--- config.mk ---
export PLATFORM = sky130hd
export DESIGN_NAME = demux_rr_dispatcher
export DESIGN_NICKNAME = d
export VERILOG_FILES = /design/src/rtl/demux_pkg.sv /design/src/rtl/demux_valid_1to4.sv /design/src/rtl/demux_rr_dispatcher.sv
export SDC_FILE = /design/constraint.sdc
export NUM_CORES = 1
export LEC_CHECK = 0
export BUFFER_PORTS_ARGS = -buffer_cell sky130_fd_sc_hd__buf_4
export CAP_MARGIN = 20
export CORE_UTILIZATION = 30
export CTS_BUF_LIST = sky130_fd_sc_hd__clkbuf_8
export CTS_CLUSTER_SIZE = 14
export DETAILED_ROUTE_END_ITERATION = 10
export HOLD_SLACK_MARGIN = 0.08
export PLACE_DENSITY = 0.63
export SLEW_MARGIN = 20
export SYNTH_ARGS = -nofsm -noshare
export SYNTH_HDL_FRONTEND = slang
export SYNTH_SLANG_ARGS = --single-unit
--- constraint.sdc ---
create_clock -name clk -period 4.5 [get_ports clk]
set_input_delay 0 -clock clk [delete_from_list [all_inputs] [get_ports clk]]
set_output_delay 0 -clock clk [all_outputs]
set_load 0.005 [all_outputs]
--- src/rtl/demux_pkg.sv ---
// Shared types, sizes and the rotating channel search for the round-robin dispatcher.
package demux_pkg;

    localparam int unsigned NUM_CH = 4;
    localparam int unsigned CH_W   = 2;

    typedef enum logic {
        IDLE   = 1'b0,
        LOCKED = 1'b1
    } state_t;

    // First enabled channel at ptr, ptr+1, ptr+2, ptr+3 (mod NUM_CH); returns ptr if none is enabled.
    function automatic logic [CH_W-1:0] next_enabled(
        input logic [CH_W-1:0]   ptr,
        input logic [NUM_CH-1:0] mask
    );
        logic [CH_W-1:0] idx;
        logic [CH_W-1:0] pick;
        logic            found;
        pick  = ptr;
        found = 1'b0;
        for (int i = 0; i < NUM_CH; i++) begin
            idx = ptr + CH_W'(i);
            if (!found && mask[idx]) begin
                pick  = idx;
                found = 1'b1;
            end
        end
        return pick;
    endfunction

endpackage

--- src/rtl/demux_valid_1to4.sv ---
// One-hot decode of the output-register valid onto the addressed channel.
module demux_valid_1to4
    import demux_pkg::*;
(
    input  logic              vld,
    input  logic [CH_W-1:0]   sel,
    output logic [NUM_CH-1:0] out_valid
);

    // Only the selected lane sees valid; all others are held low.
    always_comb begin
        out_valid = '0;
        if (vld) begin
            out_valid[sel] = 1'b1;
        end
    end

endmodule

--- src/rtl/demux_rr_dispatcher.sv ---
// Packet-level round-robin dispatcher: one valid/ready input stream to four lanes,
// whole packets per lane, rotating over the software-enabled channels.
module demux_rr_dispatcher
    import demux_pkg::*;
#(
    parameter int unsigned DATA_W = 8
) (
    input  logic              clk,
    input  logic              rst,
    input  logic [NUM_CH-1:0] chan_en,
    input  logic              in_valid,
    output logic              in_ready,
    input  logic [DATA_W-1:0] in_data,
    input  logic              in_last,
    output logic [NUM_CH-1:0] out_valid,
    input  logic [NUM_CH-1:0] out_ready,
    output logic [DATA_W-1:0] out_data,
    output logic              out_last,
    output logic              busy,
    output logic [CH_W-1:0]   active_ch
);

    state_t            state;
    state_t            state_nxt;
    logic [CH_W-1:0]   ptr;
    logic [CH_W-1:0]   ptr_nxt;
    logic [CH_W-1:0]   cur_ch;
    logic [CH_W-1:0]   cur_ch_nxt;
    logic [CH_W-1:0]   out_ch;
    logic [CH_W-1:0]   out_ch_nxt;
    logic              vld;
    logic              vld_nxt;
    logic [DATA_W-1:0] data_nxt;
    logic              last_nxt;

    logic [CH_W-1:0]   cand;
    logic [CH_W-1:0]   target;
    logic              accept;
    logic              consume;

    // Candidate for a new packet and the lane this beat is headed to.
    assign cand   = next_enabled(ptr, chan_en);
    assign target = (state == LOCKED) ? cur_ch : cand;

    // Room in the output register, and a lane to send to; never ready while in reset.
    assign in_ready = !rst
                    && (!vld || out_ready[out_ch])
                    && ((state == LOCKED) || (chan_en != '0));
    assign accept   = in_valid && in_ready;
    assign consume  = vld && out_ready[out_ch];

    assign busy      = (state == LOCKED);
    assign active_ch = cur_ch;

    // Next-state, pointer and output-register load logic.
    always_comb begin
        state_nxt  = state;
        ptr_nxt    = ptr;
        cur_ch_nxt = cur_ch;
        vld_nxt    = vld;
        out_ch_nxt = out_ch;
        data_nxt   = out_data;
        last_nxt   = out_last;

        if (consume) begin
            vld_nxt = 1'b0;
        end

        if (accept) begin
            vld_nxt    = 1'b1;
            data_nxt   = in_data;
            last_nxt   = in_last;
            out_ch_nxt = target;
            case (state)
                IDLE: begin
                    cur_ch_nxt = cand;
                    if (in_last) begin
                        ptr_nxt = cand + CH_W'(1);
                    end else begin
                        state_nxt = LOCKED;
                    end
                end
                LOCKED: begin
                    if (in_last) begin
                        ptr_nxt   = cur_ch + CH_W'(1);
                        state_nxt = IDLE;
                    end
                end
                default: state_nxt = IDLE;
            endcase
        end
    end

    // State, pointer and output register with synchronous reset.
    always_ff @(posedge clk) begin
        if (rst) begin
            state    <= IDLE;
            ptr      <= '0;
            cur_ch   <= '0;
            out_ch   <= '0;
            vld      <= 1'b0;
            out_data <= '0;
            out_last <= 1'b0;
        end else begin
            state    <= state_nxt;
            ptr      <= ptr_nxt;
            cur_ch   <= cur_ch_nxt;
            out_ch   <= out_ch_nxt;
            vld      <= vld_nxt;
            out_data <= data_nxt;
            out_last <= last_nxt;
        end
    end

    demux_valid_1to4 u_valid_dec (
        .vld       (vld),
        .sel       (out_ch),
        .out_valid (out_valid)
    );

endmodule

==> flow_metrics.env <==
export IMPL_final_max_slew_viol_count=0
export IMPL_drtIter0Drc=4
export IMPL_clkLatencyLatePin_ns=0.25
export IMPL_cap_viol_max_count=0
export IMPL_netlist_instances=88
export IMPL_regArea_um2=300
export IMPL_htree_levels=1
export IMPL_power_density_nw_per_um2=259
export IMPL_ctsResizeCount=0
export IMPL_syn_avg_cell_area_um2=8.91
export IMPL_finalClockSkew_ns=0.00676
export IMPL_max_freq_mhz=445
export IMPL_ant_nets=0
export IMPL_clkSlewWorstSetupHoldPaths_ns=0.06
export IMPL_num_io_pins=37
export IMPL_dp_cells=149
export IMPL_multi_input_area_um2=425
export IMPL_layout_commonest_cell="buf_4"
export IMPL_start_kind="register"
export IMPL_rows=18
export IMPL_setup_violations_final=0
export IMPL_first_global_vias=774
export IMPL_drt_wl_total_mm=1.95
export IMPL_setup_tns_final_ns=0
export IMPL_root_buffer="clkbuf_8"
export IMPL_via_count=796
export IMPL_cts_buffers=3
export IMPL_cts_tree="done"
export IMPL_hold_viol_final=0
export IMPL_power_leakage_nw=0.624
export IMPL_io_buffers=36
export IMPL_die_y_um=53.1
export IMPL_path_buf_inv=1
export IMPL_die_w_um=53.1
export IMPL_synth_seq_cells=15
export IMPL_crit_chain="mux2_4 > o22a_4 > nand3_4 > mux2i_1 > nor2_1 > dlygate4sd3_1"
export IMPL_fin_cells=170
export IMPL_nNetsFinal=161
export IMPL_gp_congestion=0.768
export IMPL_wl_per_cell_um=11.5
export IMPL_viasPerCell=4.68
export IMPL_slowest_delay_ns=0.56
export IMPL_dpl_cell_area_um2=1050
export IMPL_relSlewSlack=0.777
export IMPL_yosysSeqAreaShare=0.383
export IMPL_synth_nets=108
export IMPL_layout_area_overhead_vs_synth_pct=61.2
export IMPL_crit_family="buffers and inverters"
export IMPL_yosys_warnings=0
export IMPL_coreArea_um2=2480
export IMPL_max_vdd_ir_drop_uv=237
export IMPL_drive_gt1_frac=0.329
export IMPL_design_area_um2=1260
export IMPL_drcViolationCount=0
export IMPL_post_route_min_period_ns=2.25
export IMPL_rsz0062_at_grt="no"
export IMPL_antenna_found_initial=0
export IMPL_n_antenna_cell=0
export IMPL_cts_sinks=15
export IMPL_status="complete, no violations"
export IMPL_netlist_area_um2=785
export IMPL_fill_cells=257
export IMPL_crit_arrival_ns=2.39
export IMPL_hold_class="primary input to register"
export IMPL_drt_first_pass_iters=4
export IMPL_cp_required_ns=4.64
export IMPL_grt_pass1_wl_mm=3.15
export IMPL_clockBufferDepth=2
export IMPL_crit_slowest_cell="dlygate4sd3_1"
export IMPL_layout_common_cells="buf_4, nor2_1, dlygate4sd3_1, dfxtp_1, mux2i_1"
export IMPL_die_area_um2=2820
export IMPL_pre_cts_ws_ns=2.79
export IMPL_synth_cell_types=26
export IMPL_grt_max_degree=17
export IMPL_overflow=0
export IMPL_min_period_over_period=0.499
export IMPL_worst_setup_path_type="register to register"
export IMPL_path_max_fanout=14
export IMPL_endpoint_kind="register"
export IMPL_max_slew_worst_pin_slew_ns=0.334
export IMPL_fin_util=0.511
export IMPL_initial_core_util=0.317
export IMPL_dp_hpwl_mm=1.36
export IMPL_setup_slack_ns=2.25
export IMPL_track_usage=0.157
## worst reg2reg max path: cells and delay by family (launching register included)
family,cells,cell delay [ns]
AOI/OAI and AO/OA,1,0.24
and+or+nand+nor,2,0.26
DFF,1,0.52
muxes,2,0.56
buffers and inverters,1,0.56
## what timing repair did
action	CTS	global route
buffers inserted	0	0
hold endpoints to repair	15	0
hold buffers	17	0
## power by group
part | internal (mW) | leakage (nW) | switching, mW
logic | 0.0436 | 0.476 | 0.0281
registers | 0.140 | 0.122 | 0.00625
clock network | 0.0613 | 0.0255 | 0.0481
total | 0.245 | 0.624 | 0.0825
## stage by stage
stage	hold WS (ns)	power (mW)
after floorplan	0.144	0.183
after detailed placement	0.244	0.209
after CTS	0.0859	0.329
after global placement	0.230	0.208
after global routing	0.0805	0.346
final	0.0894	0.327
## cell usage after synthesis
master | count | area share
clkbuf_1 | 2 | 0.0096
buf_2 | 1 | 0.0064
a21o_1 | 1 | 0.0096
nor3_1 | 2 | 0.013
nor2_1 | 18 | 0.086
mux2_4 | 2 | 0.038
o21ai_0 | 3 | 0.019
xnor2_1 | 1 | 0.011
a21oi_1 | 7 | 0.045
o22a_4 | 1 | 0.022
nor2b_1 | 1 | 0.0080
and2_1 | 1 | 0.0080
nand2b_1 | 3 | 0.024
mux2i_1 | 11 | 0.14
or3_1 | 1 | 0.0080
a221oi_2 | 1 | 0.019
o211ai_1 | 1 | 0.0096
buf_6 | 1 | 0.014
nand2_1 | 6 | 0.029
xor2_1 | 1 | 0.011
o2111ai_1 | 1 | 0.011
nor2_2 | 1 | 0.0080
nand3_4 | 1 | 0.022
dfxtp_1 | 15 | 0.38
buf_12 | 1 | 0.026
inv_1 | 4 | 0.019
## routing by layer
metal,track usage,vias up,routed length (um)
met1,0.148,359,783
met2,0.306,33,1000
met3,0.0374,3,131
met4,0.0789,0,30
met5,0,-,0
li1,-,401,-
## sequential cells by signal, indices dropped and copies added, names as in the netlist
signal / cells
out_ch: 2
out_data: 8
out_last: 1
ptr: 2
busy: 1
vld: 1
## logic make-up (layout without fill, tap and decap cells)
logic type | count (synthesis) | in the layout | synth area share
simple gates | 34 | 34 | 0.206
compound gates | 15 | 15 | 0.136
flops | 15 | 15 | 0.383
mux | 13 | 13 | 0.179
buf+inv | 9 | 61 | 0.0750
xor+xnor | 2 | 2 | 0.0223
## final timing paths
path / from / to / slack [ns] / cells after the start
worst max-delay path: out_ch[1] / out_data[6] / 2.25 / 6
worst min-delay path: in_valid / busy / 0.09 / 3
worst max register to register: out_ch[1] / out_data[6] / 2.25 / 6
worst min register to register: out_last / out_last / 0.50 / 2
## final cells by class
type / count / area share
clock inverters: 1 / 0.00396
multi-input cells: 64 / 0.336
inverters: 4 / 0.0119
repair buffers: 53 / 0.348
flip-flops and latches: 15 / 0.237
clock buffers: 3 / 0.0326
well taps: 30 / 0.0297
Power figures use the tool's default switching activity.
